### src/rtl/s2p_rx_if.sv
// Serial-in / parallel-out handshake bundle for s2p_rx.
// The slave side is the converter; the master side is whoever feeds serial
// bits and consumes the assembled words.
interface s2p_rx_if #(
    parameter int N = 4
);
    logic         ser_valid;
    logic         ser_data;
    logic         ser_ready;
    logic [N-1:0] par_data;
    logic         par_valid;
    logic         par_ready;

    modport master (
        output ser_valid,
        output ser_data,
        output par_ready,
        input  ser_ready,
        input  par_data,
        input  par_valid
    );

    modport slave (
        input  ser_valid,
        input  ser_data,
        input  par_ready,
        output ser_ready,
        output par_data,
        output par_valid
    );
endinterface

### src/rtl/s2p_rx.sv
// Serial-to-parallel receiver.
// Bits arrive LSB first and are assembled in a shift register. A finished
// word moves into an output register that has its own valid flag. If the
// output register is still occupied when a word completes, the word stays
// parked in the shift register (FULL) and serial input is stalled until the
// output register is drained.
module s2p_rx #(
    parameter int N = 4
) (
    input  logic     clk,
    input  logic     rst,
    s2p_rx_if.slave  bus
);

    localparam int            CW   = $clog2(N);
    localparam logic [CW-1:0] LAST = CW'(N - 1);

    typedef enum logic {
        COLLECT,
        FULL
    } state_t;

    state_t        state;
    state_t        state_next;
    logic [CW-1:0] cnt;
    logic [N-1:0]  shift_q;
    logic [N-1:0]  out_q;
    logic          out_valid;

    logic          accept;
    logic          par_xfer;
    logic          last_bit;
    logic [N-1:0]  word_done;
    logic          load_from_ser;
    logic          load_from_hold;

    // ser_ready depends on state alone, so it never forms a path from inputs.
    assign bus.ser_ready = (state == COLLECT);
    assign bus.par_data  = out_q;
    assign bus.par_valid = out_valid;

    assign accept    = bus.ser_valid && (state == COLLECT);
    assign par_xfer  = out_valid && bus.par_ready;
    assign last_bit  = accept && (cnt == LAST);
    // The newest bit enters at the top, so after N shifts bit k sits at index k.
    assign word_done = {bus.ser_data, shift_q[N-1:1]};

    // Next-state and output-register load decisions.
    always_comb begin
        state_next     = state;
        load_from_ser  = 1'b0;
        load_from_hold = 1'b0;
        case (state)
            COLLECT: begin
                if (last_bit) begin
                    if (!out_valid || par_xfer) begin
                        load_from_ser = 1'b1;
                    end else begin
                        state_next = FULL;
                    end
                end
            end
            FULL: begin
                if (par_xfer) begin
                    load_from_hold = 1'b1;
                    state_next     = COLLECT;
                end
            end
            default: begin
                state_next = COLLECT;
            end
        endcase
    end

    // State register.
    always_ff @(posedge clk) begin
        if (rst) begin
            state <= COLLECT;
        end else begin
            state <= state_next;
        end
    end

    // Bit counter: advances per accepted bit and wraps after the last bit.
    always_ff @(posedge clk) begin
        if (rst) begin
            cnt <= '0;
        end else if (accept) begin
            if (cnt == LAST) begin
                cnt <= '0;
            end else begin
                cnt <= cnt + 1'b1;
            end
        end
    end

    // Shift register; it freezes in FULL because no bits are accepted there.
    always_ff @(posedge clk) begin
        if (rst) begin
            shift_q <= '0;
        end else if (accept) begin
            shift_q <= word_done;
        end
    end

    // Output register: loads a fresh or parked word, or empties on transfer.
    always_ff @(posedge clk) begin
        if (rst) begin
            out_q     <= '0;
            out_valid <= 1'b0;
        end else if (load_from_ser) begin
            out_q     <= word_done;
            out_valid <= 1'b1;
        end else if (load_from_hold) begin
            out_q     <= shift_q;
            out_valid <= 1'b1;
        end else if (par_xfer) begin
            out_valid <= 1'b0;
        end
    end

endmodule

### src/flat_wrapper.sv
// flat-port wrapper written by rule: the top's interface ports become plain ports
module s2p_rx_flat 
#(
    parameter int N = 4
)
  (clk, rst, bus_ser_valid, bus_ser_data, bus_par_ready, bus_ser_ready, bus_par_data, bus_par_valid);
  s2p_rx_if #(.N(N)) bus_i ();
  input  logic clk;
  input  logic rst;
  input wire logic [$bits(bus_i.ser_valid)-1:0] bus_ser_valid;
  input wire logic [$bits(bus_i.ser_data)-1:0] bus_ser_data;
  input wire logic [$bits(bus_i.par_ready)-1:0] bus_par_ready;
  output wire logic [$bits(bus_i.ser_ready)-1:0] bus_ser_ready;
  output wire logic [$bits(bus_i.par_data)-1:0] bus_par_data;
  output wire logic [$bits(bus_i.par_valid)-1:0] bus_par_valid;
  assign bus_i.ser_valid = bus_ser_valid;
  assign bus_i.ser_data = bus_ser_data;
  assign bus_i.par_ready = bus_par_ready;
  assign bus_ser_ready = bus_i.ser_ready;
  assign bus_par_data = bus_i.par_data;
  assign bus_par_valid = bus_i.par_valid;
  s2p_rx #(.N(N)) u_core (.clk(clk), .rst(rst), .bus(bus_i));
endmodule
### config.mk
export PLATFORM = sky130hd
export DESIGN_NAME = s2p_rx_flat
export DESIGN_NICKNAME = d
export VERILOG_FILES = /design/src/rtl/s2p_rx_if.sv /design/src/rtl/s2p_rx.sv /design/src/flat_wrapper.sv
export SDC_FILE = /design/constraint.sdc
export NUM_CORES = 1
export LEC_CHECK = 0
export BUFFER_PORTS_ARGS = -buffer_cell sky130_fd_sc_hd__clkbuf_2
export CORE_MARGIN = 4
export CORE_UTILIZATION = 43
export CTS_CLUSTER_SIZE = 10
export DETAILED_ROUTE_END_ITERATION = 7
export PLACE_DENSITY = 0.64
export SYNTH_ARGS = -nofsm -noshare
export SYNTH_HDL_FRONTEND = slang
export SYNTH_SLANG_ARGS = --single-unit
### constraint.sdc
create_clock -name clk -period 1.2 [get_ports clk]
set_input_delay 0.18 -clock clk [delete_from_list [all_inputs] [get_ports clk]]
set_output_delay 0.18 -clock clk [all_outputs]
set_load 0.01 [all_outputs]
Yosys cells after proc, flatten, opt, wreduce, memory -nomap -nowiden. Index checks and enable logic that the tools add are counted.

Register bits after elaboration: 12. Input bits: 5.

Mux-type cells: 15. Reductions and logical operators: 7. Bitwise operators: 1. Equality and inequality tests: 1. Add/subtract/negate cells: 1.

Operators with widths (count): $mux W1 (11); $mux W4 (2); $logic_and A1 B1 Y1 (3); $reduce_bool A3 Y1 (1); $add A2 B1 Y2 const B (1); $eq A2 B2 Y1 const B (1); $mux W2 (1); $pmux W1 S2 (1); $reduce_bool A2 Y1 (1); $logic_not A1 Y1 (1); $logic_or A1 B1 Y1 (1); $not A1 Y1 (1).

Logic depth before layout (Yosys ltp).
Depth in word-level cells: 6. Mapped depth: 4. Mapped depth without buffers: 4.

Worst setup path after synthesis. OpenSTA, ideal clock, no wires.

Kind: register to register. Start: reg u_core.cnt[0]. End: reg u_core.out_q[0], in the netlist u_core.bus.par_data[0]. Library setup time: 0.103 ns. Path buffers: 0. Arrival: 1.121 ns. Clock period less this slack: 1.225 ns. Stages on the path, launching flop included: 5. Slack: -0.025 ns. Cell sequence: dfxtp_1 ha_1 nand2_1 o21a_4 a2111oi_2.

Longest elaborated chain between the ends: 5.

RTL lines: from (decl) (line s2p_rx.sv:25) `logic [CW-1:0] cnt;`; from (signal assigned) (line s2p_rx.sv:92) `cnt <= cnt + 1'b1;`; $eq A2 B2 Y1 (*) (line s2p_rx.sv:44) `assign last_bit = accept && (cnt == LAST);`; $logic_and A1 B1 Y1 (*) (line s2p_rx.sv:44); $mux W1 (*) (line s2p_rx.sv:55) `if (last_bit) begin`; $mux W1 (*) (line s2p_rx.sv:53) `case (state)`; $mux W4 / $reduce_bool A2 Y1 (equally long branches); to (signal assigned) (line s2p_rx.sv:112) `out_q <= word_done;`; to (signal assigned) (line s2p_rx.sv:115) `out_q <= shift_q;`; to (decl) (line s2p_rx.sv:27) `logic [N-1:0] out_q;`.

Mark *: on every way between the ends. The rest lies on a longest branch, timed or not. A chain may end at the register's enable or synchronous reset.

Worst setup path in the final report.
Start: reg u_core.cnt[0]. End: reg u_core.out_q[1], in the netlist u_core.bus.par_data[1].

The elaborated chain is that of the path after synthesis.

==> impl_results.md <==
- Outcome: finished, violations left
- Violated checks: setup timing
- Worst slack, placed: -0.0724 ns
- Clock Path Buffers: 2
- Crit end category: flip-flop
- Pleak: approximately 0.00031 uW
- Clk sink count: 12
- Critical path peak fanout: 5
- Initial antenna violation count: 0
- Slowest CP cell: nor3_1
- Most common cell after layout, fill and taps aside: nand2_1
- Hold_sp: bus_ser_data
- Core area: around 1200 um^2
- Gr usage total: 0.149
- Worst r2r src: u_core.cnt[0]
- Vias/cell: between 5 and 6
- Minimum clock period: around 1.2 ns
- Clock Skew: about 0.0052 ns
- Clock-pin transition on the worst setup and hold timing paths: roughly 0.08 ns
- Final nets: approximately 90
- Worst VDD drop: between 0.9 and 1 mV
- Final hold slack: roughly 0.17 ns
- Drt pass-1 iters: 4
- Non-Filler Instances: between 90 and 100
- First-pass GRT wire length: around 2200 um
- Chip height: 44.7 um
- Drt wl/cell: ~13 um
- Worst Reg-to-Reg Cells: 4
- RR Endpoint: u_core.bus.par_data[1]
- Worst Tran Pin Value: roughly 0.38 ns
- Die Wd: around 45 um
- Gr ovfl total: 0
- Placed cell count: 92
- Fin crit share: 1.04
- Worst slew margin: 0.743
- Row cnt: 12
- Data required, critical path: 1.35 ns
- FILL cells: 97
- Die Area: between 2000 and 2500 um^2
- Initial Util: 0.489
- RSZ-0062 raised after global routing: true
- Synth unique cells: 20
- Proportion of layout cells with a drive suffix above 1: 0.482
- IO Pins: 11
- Max-Cap Viols: 0
- 1st-iter DRT viols: 1
- Synth-to-layout area growth: 39.4%
- Commonest cells after routing, fill and taps aside: 11 x nand2_1, 10 x clkbuf_2, 9 x dfxtp_1
- FF+latch count, synth: 12
- Slew Viols, Final: 0
- Num CTS Buffers: 3
- CTS Root Cell: clkbuf_4
- Vias in the first global route: 503
- Max Fclk: 0.800 GHz
- Final worst slack: -0.0496 ns
- R2R setup slack: -0.05 ns
- Via count: 522
- Clock H-tree levels: 1
- CP arrival: approximately 1.4 ns
- Critical path buffers and inverters: 0
- DRC Markers: 0
- Hold_buf cts: 0
- Post-route ant nets: 0
- Cell count after synthesis: 65
- Worst path max stage delay: 0.37 ns
- Yosys warnings: 0
- Hold depth: 3
- Post-Syn Area: just under 600 um^2
- Worst Hold End: u_core.shift_q[3]
- Synthesized area per cell: 8.93 um^2
- PwrDens: just over 1000 nW/um^2
- Port bufs: 10
- Syn_nets: between 70 and 80
- Critical path type: flip-flop to flip-flop
- Seq/Total Area, Yosys: 0.414
- Area of the multi-input gates: ~390 um^2
- Diode count: 0
- Setup violations, final: 3
- Worst Hold Class: primary input to flip-flop
- Clock latency on the worst-skew pair: 0.27 ns
- Register area: between 200 and 250 um^2
- CP Cell Sequence: ha_4 > nand3b_1 > nor3_1 > a2111oi_4
- Fin. Hold Viols: 0
- CP startpoint kind: flip-flop
- TritonCTS clock tree: yes
- Largest net degree at the start of global routing: 13
- DRT Wirelength: about 1300 um
- Detailed placement HPWL: 892 um
- Critical path's top delay family: simple AND/OR/NAND/NOR gates
- Gp weighted congestion: around 0.75
==> state kept, by name, indices dropped and copies added, names as in the netlist <==
signal and count:
u_core.shift_q 4, u_core.cnt 2, u_core.bus.par_data 4, u_core.state 1, u_core.bus.par_valid 1
==> stage by stage <==
stage	cell area [um^2]	setup TNS (ns)	total power (uW)	util
floorplan	584	0	464	-
global placement	678	-0.146	496	0.572
detailed placement	678	-0.277	497	0.572
CTS	763	-0.103	833	0.643
global route	810	-0.218	888	0.682
finish	810	-0.0694	829	0.682
==> worst min-delay path, cell delays in order <==
cell and delay (ns):
clkbuf_2 0.10, nand2_1 0.06, a21oi_1 0.05
==> Yosys cell counts <==
cell | instances | share of area
a21oi_1 | 6 | 0.052
o21a_4 | 1 | 0.026
and2b_1 | 1 | 0.013
nand2b_1 | 1 | 0.011
dfxtp_1 | 12 | 0.41
a211oi_1 | 4 | 0.052
buf_1 | 1 | 0.0065
inv_1 | 6 | 0.039
and3_2 | 4 | 0.052
nand2_1 | 12 | 0.078
mux2i_1 | 1 | 0.017
nand3_1 | 1 | 0.0086
nand3b_1 | 1 | 0.013
ha_1 | 1 | 0.022
nor3_1 | 4 | 0.034
nor2_1 | 2 | 0.013
a221oi_1 | 1 | 0.015
nor2b_4 | 1 | 0.024
a2111oi_2 | 4 | 0.10
o21ai_1 | 1 | 0.0086
==> final cells by class <==
class / count / area share
multi-input combinational: 46 / 0.478
timing repair buffer: 17 / 0.127
inverter: 6 / 0.0278
clock buffer: 4 / 0.0448
tap: 14 / 0.0216
sequential: 12 / 0.301
==> worst max path at each step <==
stage	to	from	cells past startpoint	slack (ns)
3_5_place_dp	u_core.bus.par_data[3]	u_core.cnt[1]	4	-0.07
4_1_cts	u_core.bus.par_data[0]	u_core.cnt[0]	4	-0.03
3_3_place_gp	u_core.bus.par_data[3]	u_core.cnt[1]	4	-0.04
6_report	u_core.bus.par_data[1]	u_core.cnt[0]	4	-0.05
2_1_floorplan	u_core.bus.par_data[0]	u_core.cnt[1]	4	0.006
5_1_grt	u_core.bus.par_data[1]	u_core.cnt[0]	4	-0.11
==> kinds of logic after synthesis <==
kind of cell	synth area share
flops	0.414
fa+ha+maj	0.0215
simple gates	0.246
compound gates	0.256
mux	0.0172
buf+inv	0.0452
==> repair_timing <==
action | in CTS | in global routing
buffers inserted | 3 | 0
gates resized for setup | 5 | 7
pin swaps | 2 | 2
endpoints found under the setup margin | 5 | 6
endpoints found under the hold margin | 0 | 0
==> where the power goes <==
group | leakage [uW] | switching (uW) | internal [uW]
Combinational | 0.000195 | 46.9 | 36.1
Clock | 0.0000210 | 141 | 184
Sequential | 0.0000986 | 10.2 | 411
==> per-layer routing <==
layer,up-vias,GRT usage,part of all wire
met3,0,0.0359,0.029
met1,241,0.203,0.48
met5,-,0,0
met4,0,0.0723,0
met2,7,0.218,0.49
li1,274,-,-
No activity file was read; power rests on OpenSTA's default activity.
